`config.mk`:
```
export PLATFORM = sky130hd
export DESIGN_NAME = mem_arbiter
export DESIGN_NICKNAME = d
export VERILOG_FILES = /design/src/rtl/mem_arbiter_pkg.sv /design/src/rtl/mem_arbiter_rr_arb2.sv /design/src/rtl/mem_arbiter.sv
export SDC_FILE = /design/constraint.sdc
export NUM_CORES = 1
export LEC_CHECK = 0
export ABC_AREA = 1
export CAP_MARGIN = 20
export CORE_ASPECT_RATIO = 1.75
export CORE_MARGIN = 5
export CORE_UTILIZATION = 43
export CTS_BUF_LIST = sky130_fd_sc_hd__clkbuf_4 sky130_fd_sc_hd__clkbuf_8
export CTS_CLUSTER_DIAMETER = 60
export DETAILED_ROUTE_END_ITERATION = 12
export GPL_ROUTABILITY_DRIVEN = 0
export HOLD_SLACK_MARGIN = 0.05
export PLACE_DENSITY = 0.83
export SKIP_LAST_GASP = 1
export SYNTH_ARGS = -nofsm -noshare
export SYNTH_HDL_FRONTEND = slang
export SYNTH_SLANG_ARGS = --single-unit
```
`constraint.sdc`:
```
create_clock -name clk -period 1.55 [get_ports clk]
set_input_delay 0.31 -clock clk [delete_from_list [all_inputs] [get_ports clk]]
set_output_delay 0.31 -clock clk [all_outputs]
set_load 0.02 [all_outputs]
```
`src/rtl/mem_arbiter_pkg.sv`:
```
// Shared types and defaults for the two-requester memory arbiter.
package mem_arbiter_pkg;

  localparam int DEFAULT_AW      = 16;
  localparam int DEFAULT_DW      = 16;
  localparam int DEFAULT_TIMEOUT = 255;

  typedef enum logic [1:0] {
    ST_IDLE   = 2'd0,
    ST_ACCESS = 2'd1,
    ST_DONE   = 2'd2
  } state_t;

endpackage

```
`src/rtl/mem_arbiter_rr_arb2.sv`:
```
// Combinational 2-way round-robin pick: on a tie the requester that did not
// win last time is chosen.
module rr_arb2 (
  input  logic req0,
  input  logic req1,
  input  logic last_grant,
  output logic grant,
  output logic valid
);

  assign valid = req0 | req1;
  assign grant = (req0 & req1) ? ~last_grant : req1;

endmodule

```
`src/rtl/mem_arbiter.sv`:
```
// Shares one memory port between two masters, one transaction at a time,
// round-robin, with a per-transaction ready timeout.
module mem_arbiter
  import mem_arbiter_pkg::*;
#(
  parameter int AW      = DEFAULT_AW,
  parameter int DW      = DEFAULT_DW,
  parameter int TIMEOUT = DEFAULT_TIMEOUT
) (
  input  logic          clk,
  input  logic          rst_n,
  input  logic          req0,
  input  logic          we0,
  input  logic [AW-1:0] addr0,
  input  logic [DW-1:0] wdata0,
  output logic          ack0,
  output logic          err0,
  output logic [DW-1:0] rdata0,
  input  logic          req1,
  input  logic          we1,
  input  logic [AW-1:0] addr1,
  input  logic [DW-1:0] wdata1,
  output logic          ack1,
  output logic          err1,
  output logic [DW-1:0] rdata1,
  output logic          mem_req,
  output logic          mem_we,
  output logic [AW-1:0] mem_addr,
  output logic [DW-1:0] mem_wdata,
  input  logic [DW-1:0] mem_rdata,
  input  logic          mem_ready,
  output logic          busy,
  output logic          timeout_err
);

  localparam int CW = (TIMEOUT > 1) ? $clog2(TIMEOUT + 1) : 1;
  localparam logic [CW-1:0] CNT_LAST = CW'(TIMEOUT - 1);

  state_t        state_reg;
  logic          last_grant_reg;
  logic          grant_reg;
  logic          timed_out_reg;
  logic [CW-1:0] cnt_reg;
  logic          ack0_reg, ack1_reg, err0_reg, err1_reg;
  logic [DW-1:0] rdata0_reg, rdata1_reg;
  logic          mem_req_reg, mem_we_reg;
  logic [AW-1:0] mem_addr_reg;
  logic [DW-1:0] mem_wdata_reg;
  logic          timeout_err_reg;

  logic arb_grant;
  logic arb_valid;

  rr_arb2 u_rr_arb2 (
    .req0       (req0),
    .req1       (req1),
    .last_grant (last_grant_reg),
    .grant      (arb_grant),
    .valid      (arb_valid)
  );

  always_ff @(posedge clk) begin
    if (!rst_n) begin
      state_reg       <= ST_IDLE;
      last_grant_reg  <= 1'b1;
      grant_reg       <= 1'b0;
      timed_out_reg   <= 1'b0;
      cnt_reg         <= '0;
      ack0_reg        <= 1'b0;
      ack1_reg        <= 1'b0;
      err0_reg        <= 1'b0;
      err1_reg        <= 1'b0;
      rdata0_reg      <= '0;
      rdata1_reg      <= '0;
      mem_req_reg     <= 1'b0;
      mem_we_reg      <= 1'b0;
      mem_addr_reg    <= '0;
      mem_wdata_reg   <= '0;
      timeout_err_reg <= 1'b0;
    end else begin
      // Completion strobes are single-cycle pulses by default.
      ack0_reg <= 1'b0;
      ack1_reg <= 1'b0;
      err0_reg <= 1'b0;
      err1_reg <= 1'b0;
      case (state_reg)
        ST_IDLE: begin
          if (arb_valid) begin
            grant_reg      <= arb_grant;
            last_grant_reg <= arb_grant;
            mem_req_reg    <= 1'b1;
            mem_we_reg     <= arb_grant ? we1 : we0;
            mem_addr_reg   <= arb_grant ? addr1 : addr0;
            mem_wdata_reg  <= arb_grant ? wdata1 : wdata0;
            cnt_reg        <= '0;
            timed_out_reg  <= 1'b0;
            state_reg      <= ST_ACCESS;
          end
        end
        ST_ACCESS: begin
          if (mem_ready) begin
            if (!mem_we_reg) begin
              if (grant_reg) rdata1_reg <= mem_rdata;
              else           rdata0_reg <= mem_rdata;
            end
            mem_req_reg <= 1'b0;
            mem_we_reg  <= 1'b0;
            state_reg   <= ST_DONE;
          end else if (cnt_reg == CNT_LAST) begin
            mem_req_reg     <= 1'b0;
            mem_we_reg      <= 1'b0;
            timed_out_reg   <= 1'b1;
            timeout_err_reg <= 1'b1;
            state_reg       <= ST_DONE;
          end else begin
            cnt_reg <= cnt_reg + CW'(1);
          end
        end
        ST_DONE: begin
          if (grant_reg) begin
            ack1_reg <= 1'b1;
            err1_reg <= timed_out_reg;
          end else begin
            ack0_reg <= 1'b1;
            err0_reg <= timed_out_reg;
          end
          state_reg <= ST_IDLE;
        end
        default: state_reg <= ST_IDLE;
      endcase
    end
  end

  assign ack0        = ack0_reg;
  assign ack1        = ack1_reg;
  assign err0        = err0_reg;
  assign err1        = err1_reg;
  assign rdata0      = rdata0_reg;
  assign rdata1      = rdata1_reg;
  assign mem_req     = mem_req_reg;
  assign mem_we      = mem_we_reg;
  assign mem_addr    = mem_addr_reg;
  assign mem_wdata   = mem_wdata_reg;
  assign timeout_err = timeout_err_reg;
  assign busy        = (state_reg != ST_IDLE);

endmodule

```
==> results of run 1 <==
## cells by family (layout without fill, tap and decap cells)
| family | Yosys count | in the layout | share of synthesized area (%) |
|---|---|---|---|
| DFF | 84 | 84 | 48.5 |
| and+or+nand+nor | 150 | 151 | 20.5 |
| buffers and inverters | 82 | 249 | 9.70 |
| adders and majority gates | 2 | 2 | 0.721 |
| AOI/OAI and AO/OA | 142 | 142 | 20.6 |
## critical path: cells and delay by family, from the launching register on
family	cells	cell delay [ns]
AO/OA/AOI/OAI	1	0.04
AND/OR/NAND/NOR	5	0.61
buffers and inverters	2	0.14
adder cells (fa/ha/maj)	1	0.15
flip-flops	1	0.35
## timing repair
item / CTS / global route
cloned: 0 / 1
pin swaps: 0 / 1
setup endpoints to repair: 72 / 7
resized for setup: 72 / 5
hold buffers: 0 / 0
## layout by cell type, fill, tap and decap left out, types with 3 or more instances in the layout
cell type	n
inv_1	53
inv_6	3
o21ai_1	86
dfxtp_1	83
nand2_2	5
buf_12	5
dlygate4sd2_1	71
nand3_1	45
nand4_1	3
buf_4	16
nor2_1	45
nor2_2	3
nor2_4	3
clkdlybuf4s50_1	85
nor3_1	3
nand2_1	35
clkbuf_8	10
a21oi_1	45
o21ai_0	10
## power by group
group	switching, mW	leakage (nW)	internal [mW]	total (mW)
combinational	0.678	1.59	0.556	1.23
sequential	0.100	0.688	2.34	2.44
clock	0.813	0.114	0.968	1.78
total	1.59	2.39	3.86	5.45
## routing by layer
layer | vias to the layer above | part of all wire [%] | GRT usage (%)
li1 | 1853 | - | -
met1 | 1635 | 36 | 19.1
met2 | 142 | 52 | 36.6
met3 | 22 | 9.5 | 6.30
met4 | 0 | 2.7 | 9.15
met5 | - | 0 | 0
## synthesized netlist by cell type (all sizes together)
| cell | count | area share [%] |
|---|---|---|
| nor3 | 3 | 0.43 |
| dfxtp | 84 | 48 |
| ha | 2 | 0.72 |
| nand2 | 41 | 5.1 |
| inv | 54 | 5.8 |
| or2 | 2 | 0.36 |
| a21oi | 45 | 6.5 |
| nand3 | 46 | 7.0 |
| nor2 | 51 | 6.3 |
| o211ai | 1 | 0.22 |
| nand3b | 1 | 0.22 |
| nand4 | 3 | 0.54 |
| o21ai | 96 | 14 |
| clkbuf | 10 | 1.1 |
| nor3b | 1 | 0.22 |
| nor4 | 2 | 0.36 |
| buf | 18 | 2.8 |
## per-stage QoR
| stage | hold slack (ns) | setup WS [ns] | TNS [ns] | instance area [um2] | util [%] |
|---|---|---|---|---|---|
| 2_1_floorplan | 0.429 | 0.283 | 0 | 3470 | - |
| 3_3_place_gp | 0.430 | -0.0677 | -1.61 | 5240 | 66.3 |
| 3_5_place_dp | 0.435 | -0.105 | -3.63 | 5240 | 66.3 |
| 4_1_cts | 0.404 | -0.0218 | -0.0218 | 5390 | 68.1 |
| 5_1_grt | 0.423 | 0.0335 | 0 | 5390 | 68.2 |
| 6_report | 0.425 | 0.146 | 0 | 5390 | 68.2 |
## area by class of cell
class / instances / share of cell area (%)
multi-input cells: 295 / 27.1
well taps: 90 / 2.09
repair buffers: 179 / 31.6
clock buffers: 10 / 2.55
inverters: 54 / 3.76
clock inverters: 6 / 1.74
flip-flops and latches: 84 / 31.2
## worst paths after layout
path,start,endpoint,slack (ns),cells after the start
worst max-delay path,cnt_reg[0]$_SDFFE_PN0P_,cnt_reg[0]$_SDFFE_PN0P_,0.15,9
worst min-delay path,rst_n,last_grant_reg$_SDFFE_PN1P_,0.42,3
worst max register to register,cnt_reg[0]$_SDFFE_PN0P_,cnt_reg[0]$_SDFFE_PN0P_,0.15,9
worst min register to register,rdata1[7]$_SDFFE_PN0P_,rdata1[7]$_SDFFE_PN0P_,0.44,2
==> results by group, run 1 <==
Yosys
  – Seq/Total Area, Yosys: 48.5%
  – Yosys warnings: 0
  – Syn Inst Count: between 400 and 500
  – #FFs+latches synth: 84
  – Mapped Area: between 0.003 and 0.004 mm2
  – Syn Area/Cell: ~7.5 um2
  – Mapped Nets: ~550
  – Distinct cells, synth: 27

Floorplan
  – Die area: ~0.010 mm2
  – Die width: about 80 um
  – # rows: 43
  – Die height: between 100 and 150 um
  – Initial Util: between 40% and 50%
  – I/O Pins: 159
  – CORE AREA: ~0.008 mm2

Run status
  – Run status: completed

GRT
  – GRT Total Usage: ~20%
  – Vias in the first global route: around 3.7k
  – Largest net degree at the start of global routing: 33
  – GRT overflow: 0
  – Initial antenna violation count: 0
  – First-pass GRT wire length: roughly 16,000 um

Power and ir drop
  – Total Power: roughly 5.5 mW
  – PwrDens: slightly above 1000 mW/mm2
  – Leakage: between 2 and 2.5 nW
  – VDD IR max: around 0.74 mV

Placement
  – Port buffer count: 158
  – Detailed placement HPWL: ~7700 um
  – Placed insts: between 700 and 800

Finish
  – Non-filler cells, final: around 720
  – Ratio of cells with drive above 1 in the final layout: slightly below 9%
  – Antenna cells: 0
  – Nets: between 700 and 800
  – Area grow syn2layout: 55.5%
  – Area of the multi-input gates: approximately 0.0015 mm2
  – Seq. cell area: around 0.0017 mm2
  – Filler cells: 683

Worst setup path
  – Slowest CP cell: dfxtp_2
  – Worst Path Required: between 1.5 and 2 ns
  – CP max FO: 6
  – Max stage delay on crit path: 0.35 ns
  – CP Launch Type: flip-flop
  – Worst setup EP type: flip-flop
  – CP Cell Sequence: inv_1, ha_1, inv_1, nor2_2, nand2_2, nand2_4, nand2_2, nor2_1, a21oi_1
  – Crit path kind: flip-flop to flip-flop
  – WP data arrival: about 1.6 ns

STA
  – Least-Margin Pin Slew: 0.257 ns
  – Fin crit share: 90.6%
  – Tmin final: about 1.4 ns
  – Max Clock Skew: between 0.01 and 0.015 ns
  – Fin. Hold Viols: 0
  – RSZ-0062 raised after global routing: no
  – Max_slew headroom: 82.9%
  – Fmax: roughly 700 MHz
  – Count of final setup violators: 0
  – Slew Limit Fails: 0

Drt
  – DRC errors left: 0
  – Post-route ant nets: 0
  – Vias/cell: 5.09
  – First-pass DRT Iterations: 4
  – WL/cell: between 10 and 15 um
  – DR iter-0 viols: 128
  – Total routed wirelength: roughly 10,000 um
  – Via count: around 3.7k

Clock network
  – Post CTS Setup Buffer Count: 0
  – CTS max path bufs: 2
  – Sink Count: 84
  – Num CTS Buffers: 9
  – H-tree depth: 3
  – CTS root buffer: clkbuf_8
  – Clk_lat worst skew: about 0.35 ns
  – Clk pin slew, worst setup/hold paths: about 0.09 ns
  – CTS tree: yes

Min path
  – Hold crit path type: input pin to flip-flop

Flow run
  – Max_cap viols: 0
(Power assumes the default switching activity.)
==> run 2, diff against run 1 <==
--- a/config.mk
+++ b/config.mk
@@ -6,16 +6,16 @@
 export NUM_CORES = 1
 export LEC_CHECK = 0
 export ABC_AREA = 1
-export CAP_MARGIN = 20
 export CORE_ASPECT_RATIO = 1.75
 export CORE_MARGIN = 5
-export CORE_UTILIZATION = 43
+export CORE_UTILIZATION = 65
 export CTS_BUF_LIST = sky130_fd_sc_hd__clkbuf_4 sky130_fd_sc_hd__clkbuf_8
 export CTS_CLUSTER_DIAMETER = 60
 export DETAILED_ROUTE_END_ITERATION = 12
+export DONT_BUFFER_PORTS = 1
 export GPL_ROUTABILITY_DRIVEN = 0
 export HOLD_SLACK_MARGIN = 0.05
-export PLACE_DENSITY = 0.83
+export PLACE_DENSITY = 0.81
 export SKIP_LAST_GASP = 1
 export SYNTH_ARGS = -nofsm -noshare
 export SYNTH_HDL_FRONTEND = slang
==> constraint.sdc (replaced) <==
create_clock -name clk -period 1.3 [get_ports clk]
set_input_delay 0.26 -clock clk [delete_from_list [all_inputs] [get_ports clk]]
set_output_delay 0.26 -clock clk [all_outputs]
set_load 0.02 [all_outputs]
==> run 2 against run 1 <==
  * Critical path depth fell by 4
  * Register-to-register slack worse by 0.16 ns
  * Via count decreased by 15%
  * Utilization up 9.1 points
  * Worst setup slack worse by 0.16 ns
  * The flow now finishes with violations (negative setup slack)
  * Non-clock buffer count down 149
  * Critical endpoint is now cnt_reg[1]$_SDFFE_PN0P_
  * First-iteration DRC count is 60% higher
  * Sequential cell count did not move
  * Final cell count down 26%
  * Total power is 7.9% higher
  * Combinational power is 32% lower
==> results by group, run 2 (same netlist as run 1, synthesis figures left out) <==
Run status
  – Run status: finished with violations
  – Failing checks: negative setup slack

Floorplan
  – Die area: roughly 0.007 mm2
  – # rows: 35
  – CORE AREA: about 0.0052 mm2
  – I/O Pins: approximately 160
  – Initial Util: between 60 and 70%
  – Die width: 65.2 um
  – Die height: between 100 and 150 um

Drt
  – Vias/cell: slightly below 6
  – First-pass DRT Iterations: 5
  – WL/cell: 16.7 um
  – Total routed wirelength: between 8000 and 9000 um
  – Via count: ~3.1k
  – DR iter-0 viols: around 210
  – DRC errors left: 0
  – Post-route ant nets: 0

Worst setup path
  – Worst Path Required: about 1.6 ns
  – Worst setup EP type: flip-flop
  – CP max FO: 5
  – CP Launch Type: flip-flop
  – WP data arrival: 1.59 ns
  – Crit path kind: flip-flop to flip-flop

Power and ir drop
  – PwrDens: 1460 mW/mm2
  – Switching part of the total: a little under a third
  – NetSw: around 1.8 mW
  – VDD IR max: 1.13 mV
  – Total Power: slightly below 6 mW
  – Internal power: ~4.0 mW
  – Register share of total power: around 54%
  – Logic pwr share: approximately 14%
  – Clock power share: between 30% and 40%
  – Leakage: roughly 1.6 nW

STA
  – Fmax: 759 MHz
  – RSZ-0062 raised after global routing: yes
  – Count of final setup violators: 1
  – Max_slew headroom: 55.0%
  – Fin crit share: 101%
  – Setup WS post-layout: -0.0172 ns
  – Tmin final: approximately 1.3 ns
  – Fin. Hold Viols: 0
  – Slew Limit Fails: 0
  – Max Clock Skew: between 0.01 and 0.015 ns
  – Least-Margin Pin Slew: ~0.67 ns

Placement
  – Pre-CTS WS: -0.0393 ns
  – Port buffer count: 0
  – Detailed placement HPWL: between 6000 and 7000 um
  – Area after DPL: 0.00361 mm2

GRT
  – First-pass GRT wire length: 13,500 um
  – Vias in the first global route: between 3k and 4k
  – GRT overflow: 0
  – GRT Total Usage: around 24%
  – Largest net degree at the start of global routing: between 40 and 50
  – Initial antenna violation count: 0

Finish
  – Nets: 563
  – Commonest non-fill, non-tap cell in the layout: o21ai_1
  – Most frequent cells in the layout: o21ai_1, dfxtp_1, inv_1
  – Area grow syn2layout: 16.2%
  – Antenna cells: 0
  – Post-route cell area: about 0.004 mm2
  – Ratio of cells with drive above 1 in the final layout: 16.9%

Clock network
  – Clk pin slew, worst setup/hold paths: around 0.09 ns
  – H-tree depth: 3
  – Sink Count: 84
  – Num CTS Buffers: 9
  – CTS tree: yes
  – CTS max path bufs: 2
  – Clk_lat worst skew: 0.35 ns
  – CTS root buffer: clkbuf_8

Min path
  – Hold crit path type: input pin to flip-flop

Flow run
  – Max_cap viols: 0
[run 2: what timing repair did]
item,in CTS,in global routing
setup buffers,0,3
endpoints found under the setup margin,11,51
hold buffers,3,1
resized for setup,6,34
hold endpoints to repair,19,1
pin swaps,2,10
cloned,1,1
[run 2: critical path, stage by stage (launching register included)]
cell and delay, ns:
dfxtp_4 0.39, inv_2 0.05, nor2_2 0.19, nand2_1 0.20, or2_0 0.27, a21oi_2 0.16
[run 2: worst paths after layout]
check                                  start  cells past startpoint                 endpoint  slack [ns]
hold reg to reg   timed_out_reg$_SDFFE_PN0P_                      2          err0$_SDFF_PP0_        0.48
setup reg to reg   state_reg[0]$_SDFFE_PN0P_                      5  cnt_reg[1]$_SDFFE_PN0P_       -0.02
setup / recovery   state_reg[0]$_SDFFE_PN0P_                      5  cnt_reg[1]$_SDFFE_PN0P_       -0.02
hold / removal                         rst_n                      2  rdata1[10]$_SDFFE_PN0P_        0.06
[run 2: cell type report]
class                   count  area (um2)
multi-input cells         295        1560
well taps                  55        68.8
clock inverters             7        81.3
inverters                  54         203
flip-flops and latches     84        1690
clock buffers               9         124
fillers                   369        1180
repair buffers             30         308
[run 2: metrics by stage]
stage	instances	hold slack [ns]	setup TNS [ns]	util, %
finish	534	0.0625	-0.0172	77.3
global route	534	0.0519	-0.740	77.3
CTS	529	0.0516	0	74.1
detailed placement	509	0.372	-0.187	69.2
global placement	509	0.358	0	69.2
floorplan	460	0.414	0	-
[run 2: power groups by stage]
stage | registers [mW] | clock network, mW | logic (mW)
floorplan | 3.17 | 0 | 0.544
global placement | 3.20 | 0 | 0.685
detailed placement | 3.21 | 0 | 0.710
CTS | 3.15 | 1.93 | 0.738
global route | 3.18 | 2.05 | 0.935
finish | 3.16 | 1.89 | 0.833
[run 2: metal layers]
layer,vias to the layer above,global-route usage [%],share of wire (%)
met2,143,44.5,55
met4,0,9.94,1.9
met1,1410,24.1,33
met5,-,0,0
li1,1553,-,-
met3,16,9.22,10
